### src/rtl/middle_ram_mean_sequencer_pkg.sv
// Shared constants for the 3x3 block-mean sequencer: tap count, reciprocal
// scaling, row-major tap offset table and FSM state encoding.
package middle_ram_mean_sequencer_pkg;

    localparam int MEAN_TAPS  = 9;
    localparam int MEAN_RECIP = 57;
    localparam int MEAN_SHIFT = 9;

    // Row-major: dr outer, dc inner, both -1..+1
    localparam logic signed [1:0] TAP_DC [0:MEAN_TAPS-1] = '{
        -2'sd1, 2'sd0, 2'sd1,
        -2'sd1, 2'sd0, 2'sd1,
        -2'sd1, 2'sd0, 2'sd1
    };
    localparam logic signed [1:0] TAP_DR [0:MEAN_TAPS-1] = '{
        -2'sd1, -2'sd1, -2'sd1,
         2'sd0,  2'sd0,  2'sd0,
         2'sd1,  2'sd1,  2'sd1
    };

    typedef enum logic [1:0] {
        ST_IDLE  = 2'd0,
        ST_ISSUE = 2'd1,
        ST_DRAIN = 2'd2,
        ST_DONE  = 2'd3
    } mean_state_e;

endpackage

### src/rtl/middle_ram_mean_sequencer_if.sv
// Request/result handshake plus the middle RAM read port of the sequencer.
interface middle_ram_mean_sequencer_if #(
    parameter int COORD_W = 8,
    parameter int DATA_W  = 8
);
    logic               iStart;
    logic [COORD_W-1:0] iCol;
    logic [COORD_W-1:0] iRow;
    logic               oBusy;
    logic               oDone;
    logic [DATA_W-1:0]  oMean;
    logic [COORD_W-1:0] oRdcol;
    logic [COORD_W-1:0] oRdrow;
    logic [DATA_W-1:0]  iRddata;

    modport slave (
        input  iStart, iCol, iRow, iRddata,
        output oBusy, oDone, oMean, oRdcol, oRdrow
    );

    modport master (
        output iStart, iCol, iRow, iRddata,
        input  oBusy, oDone, oMean, oRdcol, oRdrow
    );
endinterface

### src/rtl/middle_ram_mean_sequencer_coord_clamp.sv
// Adds a -1/0/+1 tap offset to a grid coordinate and saturates to [0, MAX];
// two guard bits keep the signed sum from wrapping at either end.
module middle_ram_mean_sequencer_coord_clamp #(
    parameter int COORD_W = 8,
    parameter int MAX     = 127
) (
    input  logic [COORD_W-1:0] base_i,
    input  logic signed [1:0]  off_i,
    output logic [COORD_W-1:0] coord_o
);
    localparam int SW = COORD_W + 2;
    localparam logic signed [SW-1:0] MAX_S = SW'(MAX);

    logic signed [SW-1:0] base_s;
    logic signed [SW-1:0] off_s;
    logic signed [SW-1:0] sum_s;

    assign base_s = $signed({2'b00, base_i});
    assign off_s  = SW'(off_i);
    assign sum_s  = base_s + off_s;

    always_comb begin
        if (sum_s < 0)
            coord_o = '0;
        else if (sum_s > MAX_S)
            coord_o = COORD_W'(MAX);
        else
            coord_o = sum_s[COORD_W-1:0];
    end
endmodule

### src/rtl/middle_ram_mean_sequencer.sv
// Walks the 3x3 clamped neighbourhood of a block in the middle RAM, sums the
// nine taps in pipeline with the address issue, and returns the scaled mean.
module middle_ram_mean_sequencer
    import middle_ram_mean_sequencer_pkg::*;
#(
    parameter int COORD_W = 8,
    parameter int DATA_W  = 8,
    parameter int COL_MAX = 127,
    parameter int ROW_MAX = 127
) (
    input  logic                          clock,
    input  logic                          reset,
    middle_ram_mean_sequencer_if.slave    bus
);
    localparam int SUM_W  = DATA_W + 4;
    localparam int PROD_W = SUM_W + 6;

    mean_state_e        state_q, state_d;
    logic [3:0]         tap_q, tap_d;
    logic [COORD_W-1:0] col_q, col_d, row_q, row_d;
    logic [COORD_W-1:0] rdcol_q, rdcol_d, rdrow_q, rdrow_d;
    logic [SUM_W-1:0]   sum_q, sum_d;
    logic [DATA_W-1:0]  mean_q, mean_d;

    logic [COORD_W-1:0] in_col, in_row, base_col, base_row, tap_col, tap_row;
    logic [3:0]         tap_idx;

    // Truncating reciprocal multiply: sum/9 ~= (sum*57)>>9, exact on uniform input
    function automatic logic [DATA_W-1:0] calc_mean(input logic [SUM_W-1:0] s);
        return DATA_W'((PROD_W'(s) * PROD_W'(MEAN_RECIP)) >> MEAN_SHIFT);
    endfunction

    assign in_col = (bus.iCol > COORD_W'(COL_MAX)) ? COORD_W'(COL_MAX) : bus.iCol;
    assign in_row = (bus.iRow > COORD_W'(ROW_MAX)) ? COORD_W'(ROW_MAX) : bus.iRow;

    middle_ram_mean_sequencer_coord_clamp #(.COORD_W(COORD_W), .MAX(COL_MAX)) u_clamp_col (
        .base_i (base_col),
        .off_i  (TAP_DC[tap_idx]),
        .coord_o(tap_col)
    );

    middle_ram_mean_sequencer_coord_clamp #(.COORD_W(COORD_W), .MAX(ROW_MAX)) u_clamp_row (
        .base_i (base_row),
        .off_i  (TAP_DR[tap_idx]),
        .coord_o(tap_row)
    );

    always_comb begin
        state_d  = state_q;
        tap_d    = tap_q;
        col_d    = col_q;
        row_d    = row_q;
        rdcol_d  = rdcol_q;
        rdrow_d  = rdrow_q;
        sum_d    = sum_q;
        mean_d   = mean_q;
        base_col = col_q;
        base_row = row_q;
        tap_idx  = (tap_q < 4'(MEAN_TAPS)) ? tap_q : 4'd0;

        case (state_q)
            ST_IDLE: begin
                base_col = in_col;
                base_row = in_row;
                tap_idx  = 4'd0;
                if (bus.iStart) begin
                    state_d = ST_ISSUE;
                    col_d   = in_col;
                    row_d   = in_row;
                    rdcol_d = tap_col;
                    rdrow_d = tap_row;
                    tap_d   = 4'd1;
                    sum_d   = '0;
                end
            end
            ST_ISSUE: begin
                // Read data lags its address by one cycle, so tap 0 lands when tap_q==2
                if (tap_q >= 4'd2)
                    sum_d = sum_q + SUM_W'(bus.iRddata);
                if (tap_q == 4'(MEAN_TAPS)) begin
                    state_d = ST_DRAIN;
                end else begin
                    rdcol_d = tap_col;
                    rdrow_d = tap_row;
                    tap_d   = tap_q + 4'd1;
                end
            end
            ST_DRAIN: begin
                sum_d   = sum_q + SUM_W'(bus.iRddata);
                mean_d  = calc_mean(sum_d);
                tap_d   = 4'd0;
                state_d = ST_DONE;
            end
            ST_DONE: begin
                state_d = ST_IDLE;
            end
            default: state_d = ST_IDLE;
        endcase
    end

    always_ff @(posedge clock) begin
        if (reset) begin
            state_q <= ST_IDLE;
            tap_q   <= '0;
            col_q   <= '0;
            row_q   <= '0;
            rdcol_q <= '0;
            rdrow_q <= '0;
            sum_q   <= '0;
            mean_q  <= '0;
        end else begin
            state_q <= state_d;
            tap_q   <= tap_d;
            col_q   <= col_d;
            row_q   <= row_d;
            rdcol_q <= rdcol_d;
            rdrow_q <= rdrow_d;
            sum_q   <= sum_d;
            mean_q  <= mean_d;
        end
    end

    assign bus.oBusy  = (state_q == ST_ISSUE) || (state_q == ST_DRAIN);
    assign bus.oDone  = (state_q == ST_DONE);
    assign bus.oMean  = mean_q;
    assign bus.oRdcol = rdcol_q;
    assign bus.oRdrow = rdrow_q;
endmodule

### src/flat_wrapper.sv
// flat-port wrapper written by rule: the top's interface ports become plain ports
module middle_ram_mean_sequencer_flat import middle_ram_mean_sequencer_pkg::*;
#(
    parameter int COORD_W = 8,
    parameter int DATA_W  = 8,
    parameter int COL_MAX = 127,
    parameter int ROW_MAX = 127
)
  (clock, reset, bus_iStart, bus_iCol, bus_iRow, bus_iRddata, bus_oBusy, bus_oDone, bus_oMean, bus_oRdcol, bus_oRdrow);
  middle_ram_mean_sequencer_if #(.COORD_W(COORD_W), .DATA_W(DATA_W)) bus_i ();
  input  logic clock;
  input  logic reset;
  input wire logic [$bits(bus_i.iStart)-1:0] bus_iStart;
  input wire logic [$bits(bus_i.iCol)-1:0] bus_iCol;
  input wire logic [$bits(bus_i.iRow)-1:0] bus_iRow;
  input wire logic [$bits(bus_i.iRddata)-1:0] bus_iRddata;
  output wire logic [$bits(bus_i.oBusy)-1:0] bus_oBusy;
  output wire logic [$bits(bus_i.oDone)-1:0] bus_oDone;
  output wire logic [$bits(bus_i.oMean)-1:0] bus_oMean;
  output wire logic [$bits(bus_i.oRdcol)-1:0] bus_oRdcol;
  output wire logic [$bits(bus_i.oRdrow)-1:0] bus_oRdrow;
  assign bus_i.iStart = bus_iStart;
  assign bus_i.iCol = bus_iCol;
  assign bus_i.iRow = bus_iRow;
  assign bus_i.iRddata = bus_iRddata;
  assign bus_oBusy = bus_i.oBusy;
  assign bus_oDone = bus_i.oDone;
  assign bus_oMean = bus_i.oMean;
  assign bus_oRdcol = bus_i.oRdcol;
  assign bus_oRdrow = bus_i.oRdrow;
  middle_ram_mean_sequencer #(.COORD_W(COORD_W), .DATA_W(DATA_W), .COL_MAX(COL_MAX), .ROW_MAX(ROW_MAX)) u_core (.clock(clock), .reset(reset), .bus(bus_i));
endmodule
### config.mk
export PLATFORM = sky130hd
export DESIGN_NAME = middle_ram_mean_sequencer_flat
export DESIGN_NICKNAME = d
export VERILOG_FILES = /design/src/rtl/middle_ram_mean_sequencer_pkg.sv /design/src/rtl/middle_ram_mean_sequencer_if.sv /design/src/rtl/middle_ram_mean_sequencer_coord_clamp.sv /design/src/rtl/middle_ram_mean_sequencer.sv /design/src/flat_wrapper.sv
export SDC_FILE = /design/constraint.sdc
export NUM_CORES = 1
export LEC_CHECK = 0
export ABC_AREA = 1
export BUFFER_PORTS_ARGS = -buffer_cell sky130_fd_sc_hd__buf_4
export CAP_MARGIN = 15
export CORE_MARGIN = 10
export CORE_UTILIZATION = 35
export DETAILED_ROUTE_END_ITERATION = 16
export MAX_ROUTING_LAYER = met4
export PLACE_DENSITY_LB_ADDON = 0.15
export SKIP_CTS_REPAIR_TIMING = 1
export SLEW_MARGIN = 20
export SYNTH_ARGS = -nofsm -noshare
export SYNTH_HDL_FRONTEND = slang
export SYNTH_SLANG_ARGS = --single-unit
export TNS_END_PERCENT = 1
### constraint.sdc
create_clock -name clock -period 7.35 [get_ports clock]
set_input_delay 1.47 -clock clock [delete_from_list [all_inputs] [get_ports clock]]
set_output_delay 1.47 -clock clock [all_outputs]
set_load 0.05 [all_outputs]
==> metrics.txt, run 1 <==
pin count of the biggest net entering global routing 48; clock latency at the later pin of the worst-skew pair 0.34 ns; HP Class flop to flop; final setup violation count 0; aggregate global-route resource usage 14.2%; Crit path required time 7.59 ns; Die Span Y 142 µm; CTS sink count 58; leading cell types in the layout, fill and taps excluded nand2_1, inv_1, nor2_1, ha_1, dfxtp_1; standard-cell row count 44; net count of the finished layout 897; cell area after synthesis 5250 µm²; slew at the pin closest to its max-slew limit 0.997 ns; area growth from synthesis to layout 17.2%; post-route DRC violation count 0; sequential area share after synthesis 22.1%; Hold Crit Depth 2; post-synthesis register bit count 58; grt ovf 0; post-synthesis average cell area 7.10 µm²; Top-Level Pins 53; number of warning messages in the yosys log 0; Worst-path clk slew 0.06 ns; core outline area 14600 µm²; worst r2r src u_core.sum_q[0]; Slew Viols, Final 0; relative slew slack 33.5%; DR pass1 iterations 5; final setup skew 0.00694 ns; DRT antenna net count 0; Detailed Route Iter0 Violations 195; Root Buffer Master clkbuf_16; arrival time reported for the critical path endpoint 6.09 ns; count of flip-flops with a built-in enable after synthesis 0; Fmax 171 MHz; via count of the first global-routing pass 4702; proportion of register bits with asynchronous set or reset after synthesis 0%; overall die width 142 µm; Vias 4707; setup repair after global routing missed its margin no; cell depth of the worst flop-to-flop path 23; endpoint of the worst hold path u_core.row_q[7]; count of mapped cells out of synthesis 739; total routed wirelength 13.4 mm; final total negative setup slack 0 ns; Final Cycle Share 79.5%; CTS buffer count 9; internal reg-to-reg setup slack 2.43 ns; critical path start-end classification primary input to flop; Detailed Place HPWL 10.6 mm; buffer levels on the longest clock path 2; result of the run completed; effective utilization at floorplan 36.0%; Final Hold Vio Count 0; type of destination of the critical path flop; clock tree from TritonCTS yes; minimum clock period 5.84 ns; number of vias per cell after detailed routing 4.82; global-route wire length before repair 23.0 mm; number of unique standard cell types used by synthesis 46; average routed wire per standard cell 13.8 µm; Buffers on Ports 52; nets in the synthesized netlist 849; most common library cell in the layout ignoring fill and taps nand2_1; fraction of final layout cells sized beyond drive strength 1 13.4%; number of diodes 0; total of max-cap violations 0; Die ar. 20300 µm²; Max Fanout on Critical Path 5; startpoint of the most critical hold path u_core.row_q[7]; launching element type of the critical path primary input; Main synth FF type dfxtp_1; GP Congestion 0.869; CTS HTree Levels 3; end of the worst register-to-register path u_core.bus.oMean[7]; antenna violations before repair 0
==> flip-flops by register name, indices dropped and copies added (netlist names) <==
signal / flops
u_core.row_q: 8
u_core.state_q: 2
u_core.col_q: 8
u_core.tap_q: 4
u_core.bus.oRdcol: 8
u_core.bus.oMean: 8
u_core.sum_q: 12
u_core.bus.oRdrow: 8
==> Yosys cell counts, types with 5 or more instances <==
cell type | instances | area share (%)
a211oi_1 | 20 | 2.9
a21o_1 | 6 | 0.86
a21oi_1 | 50 | 4.8
clkbuf_1 | 8 | 0.57
dfxtp_1 | 58 | 22
fa_1 | 20 | 7.6
ha_1 | 63 | 15
inv_1 | 99 | 7.1
inv_2 | 6 | 0.43
nand2_1 | 176 | 13
nand2_2 | 9 | 1.1
nand3_1 | 26 | 2.5
nand3b_1 | 6 | 0.86
nand4_1 | 6 | 0.72
nor2_1 | 78 | 5.6
nor3_1 | 10 | 0.95
o21ai_0 | 29 | 2.8
o21ai_2 | 5 | 0.83
xor2_1 | 18 | 3.0
==> cell families after synthesis <==
group	Yosys count	share of synthesized area [%]
XOR/XNOR	21	3.51
adder cells (fa/ha/maj)	83	22.7
flip-flops	58	22.1
AO/OA/AOI/OAI	129	15.0
buffers and inverters	123	9.37
AND/OR/NAND/NOR	325	27.3
==> critical path: stages <==
cell and delay, ns:
buf_4 0.11, ha_1 0.21, fa_1 0.39, nand2_1 0.08, inv_1 0.05, nand2_1 0.07
nor3_1 0.05, nor2_1 0.17, inv_1 0.06, a21oi_1 0.12, o21ai_0 0.14, xor2_1 0.51
fa_1 0.53, fa_1 0.47, ha_1 0.30, ha_1 0.35, a21oi_1 0.21, o21ai_0 0.16
a221oi_1 0.34, nand2_1 0.09, nand2_1 0.06, nand3_1 0.06, nand2_1 0.07, inv_1 0.03
==> through the flow <==
step,hold slack (ns),instances,setup slack [ns],util (%),instance area [µm²]
detailed placement,0.437,960,1.18,39.7,5800
finish,0.442,976,1.51,42.1,6150
global placement,0.431,960,1.24,39.7,5800
global route,0.458,976,1.13,42.1,6150
floorplan,0.425,739,1.65,-,5250
CTS,0.446,976,1.52,42.1,6150
==> cell type report <==
class	instances	area (µm²)
Tap cell	184	230
Fill cell	1523	8440
Timing Repair Buffer	53	398
Multi-Input combinational cell	558	3600
Clock buffer	9	225
Sequential cell	58	1160
Inverter	107	407
Clock inverter	7	125
==> how the worst max path moves through the flow <==
stage | cells past startpoint | from | slack, ns | endpoint
5_1_grt | 24 | bus_iRddata[0] | 1.13 | u_core.bus.oMean[7]
4_1_cts | 24 | bus_iRddata[0] | 1.52 | u_core.bus.oMean[7]
6_report | 24 | bus_iRddata[0] | 1.51 | u_core.bus.oMean[7]
3_3_place_gp | 24 | bus_iRddata[0] | 1.24 | u_core.bus.oMean[7]
2_1_floorplan | 23 | bus_iRddata[0] | 1.65 | u_core.bus.oMean[7]
3_5_place_dp | 24 | bus_iRddata[0] | 1.18 | u_core.bus.oMean[7]
==> layer usage <==
layer / share of wire [%] / track usage [%]
met5: 0 / -
met4: 1.2 / 4.05
met3: 3.6 / 2.97
met2: 44 / 21.8
met1: 51 / 18.3
Power of run 1 is left out: the tool's default activity adds up to more than one toggle a clock period on the data nets, which glitch-free logic cannot reach.
==> run 2: changes to the inputs <==
==> constraint.sdc (replaced) <==
create_clock -name clock -period 5.8 [get_ports clock]
set_input_delay 1.16 -clock clock [delete_from_list [all_inputs] [get_ports clock]]
set_output_delay 1.16 -clock clock [all_outputs]
set_load 0.05 [all_outputs]
==> run 2 against run 1 <==
  * Clock skew rose by 0.00050 ns
  * Wire length shrank 1.4%
  * Sequential share of layout area down 0.088 points
  * Die area unchanged
  * Worst hold slack worse by 0.00080 ns
  * Critical path type unchanged
==> metrics.txt, run 2 (same netlist as run 1, synthesis figures left out) <==
Crit. Startpoint bus_iRddata[0]; core outline area 14600 µm² (unchanged); final setup violation count 0 (unchanged); Max Fanout on Critical Path 4 (-1); leading cell types in the layout, fill and taps excluded nand2_1, inv_1, nor2_1, ha_1, buf_4; Top-Level Pins 53 (unchanged); most common library cell in the layout ignoring fill and taps nand2_1; capture point of the worst path u_core.bus.oMean[7]; Final Cycle Share 91.2%; filler instances 1514 (-0.59%); arrival time reported for the critical path endpoint 5.53 ns (-0.56 ns); fraction of final layout cells sized beyond drive strength 1 14.1% (+0.76 points); startpoint of the most critical hold path u_core.col_q[7]; internal reg-to-reg setup slack 1.13 ns (-1.30 ns); Buffers on Ports 52 (unchanged); net count of the finished layout 904 (+0.78%); global-route wire length before repair 22.7 mm (-1.5%); grt ovf 0 (unchanged); average routed wire per standard cell 13.5 µm (-2.1%); worst r2r src u_core.sum_q[0]; number of diodes 0 (unchanged); Sequential Area 1160 µm² (unchanged); clock latency at the later pin of the worst-skew pair 0.35 ns (about the same); setup ws final 0.510 ns (-0.995 ns); Fmax 189 MHz; Final Hold Vio Count 0 (unchanged); Largest register FFs 12 (unchanged); via count of the first global-routing pass 4653 (-1.0%); total routed wirelength 13.3 mm (-1.4%); hold_ws 0.442 ns (-0.000802 ns); DR pass1 iterations 4 (-1); clock tree from TritonCTS yes; DRT antenna net count 0 (unchanged); Detailed Place HPWL 10.6 mm (-0.23%); area growth from synthesis to layout 17.7%; Slew Viols, Final 0 (unchanged); Worst-path clk slew 0.05 ns (about the same); final total negative setup slack 0 ns (unchanged); pre-CTS setup slack 0.135 ns (-1.05 ns); antenna violations before repair 0 (unchanged); critical path start-end classification primary input to flop; Vias 4761 (+1.1%); aggregate global-route resource usage 14.0% (-0.16 points); effective utilization at floorplan 36.0% (unchanged); CTS HTree Levels 3 (unchanged); overall die width 142 µm (unchanged); register containing the most flip-flops in the final layout u_core.sum_q; Crit path required time 6.04 ns (-1.55 ns); finished layout cell area 6170 µm² (+0.47%); CTS buffer count 9 (unchanged); HP Class flop to flop; end of the worst register-to-register path u_core.bus.oMean[7]; number of vias per cell after detailed routing 4.84 (+0.43%); final setup skew 0.00745 ns (+0.000505 ns); type of destination of the critical path flop; setup repair after global routing missed its margin no; slew at the pin closest to its max-slew limit 0.926 ns (-0.0706 ns); result of the run completed; launching element type of the critical path primary input; Multi-input gate area 3600 µm² (unchanged); Die ar. 20300 µm² (unchanged); relative slew slack 38.2% (+4.7 points); buffer levels on the longest clock path 2 (unchanged); total of max-cap violations 0 (unchanged); standard-cell row count 44 (unchanged); Detailed Route Iter0 Violations 200 (+2.6%); CTS sink count 58 (unchanged); placed cell area 5850 µm² (+0.91%); Hold Crit Depth 2 (unchanged); pin count of the biggest net entering global routing 48 (unchanged); GP Congestion 0.868 (-0.16%); minimum clock period 5.29 ns; cell depth of the worst flop-to-flop path 23 (unchanged); Die Span Y 142 µm (unchanged); post-route DRC violation count 0 (unchanged); Root Buffer Master clkbuf_16
## run 2: changes by cell type in the layout (fill, tap and decap cells not counted)
cell / delta
buf_4: +7
clkinvlp_4: +2
bufinv_16: -1
clkinv_4: -1
## run 2: routing by layer
| layer | up-vias | wire length, µm | GRT usage (%) |
|---|---|---|---|
| met1 | 2148 | 6670 | 18.1 |
| li1 | 2521 | - | - |
| met2 | 81 | 5810 | 21.2 |
| met4 | 0 | 140 | 2.88 |
| met5 | - | 0 | - |
| met3 | 11 | 632 | 4.11 |
## run 2: worst min-delay path by stage
stage	to	slack, ns
final	u_core.col_q[7]	0.44
after floorplan	u_core.col_q[7]	0.42
after global routing	u_core.row_q[7]	0.47
after detailed placement	u_core.col_q[7]	0.44
after global placement	u_core.col_q[7]	0.43
after CTS	u_core.col_q[7]	0.45
## run 2: cell type report
type                            count  share of cell area (%)
Multi-Input combinational cell    558                    58.3
Sequential cell                    58                    18.8
Timing Repair Buffer               60                    7.29
Inverter                          107                    6.59
Tap cell                          184                    3.73
Clock buffer                        9                    3.65
Clock inverter                      7                    1.64
## run 2: worst max-delay path, stage by stage
cell and delay [ns]:
buf_4 0.11, ha_1 0.21, fa_1 0.39, nand2_1 0.08, inv_1 0.05, nand2_1 0.07, nor3_1 0.05, nor2_1 0.17
inv_1 0.06, a21oi_1 0.12, o21ai_0 0.13, xor2_1 0.34, fa_1 0.48, fa_1 0.48, ha_1 0.30, ha_1 0.35
a21oi_1 0.20, o21ai_0 0.15, a221oi_1 0.34, nand2_1 0.09, nand2_1 0.06, nand3_1 0.06, nand2_1 0.07, inv_1 0.03
## run 2: through the flow
| stage | cells | util (%) |
|---|---|---|
| detailed placement | 967 | 40.1 |
| finish | 983 | 42.3 |
| global placement | 967 | 40.1 |
| floorplan | 739 | - |
| CTS | 983 | 42.3 |
| global route | 983 | 42.3 |
Power of run 2 is left out for the same reason.
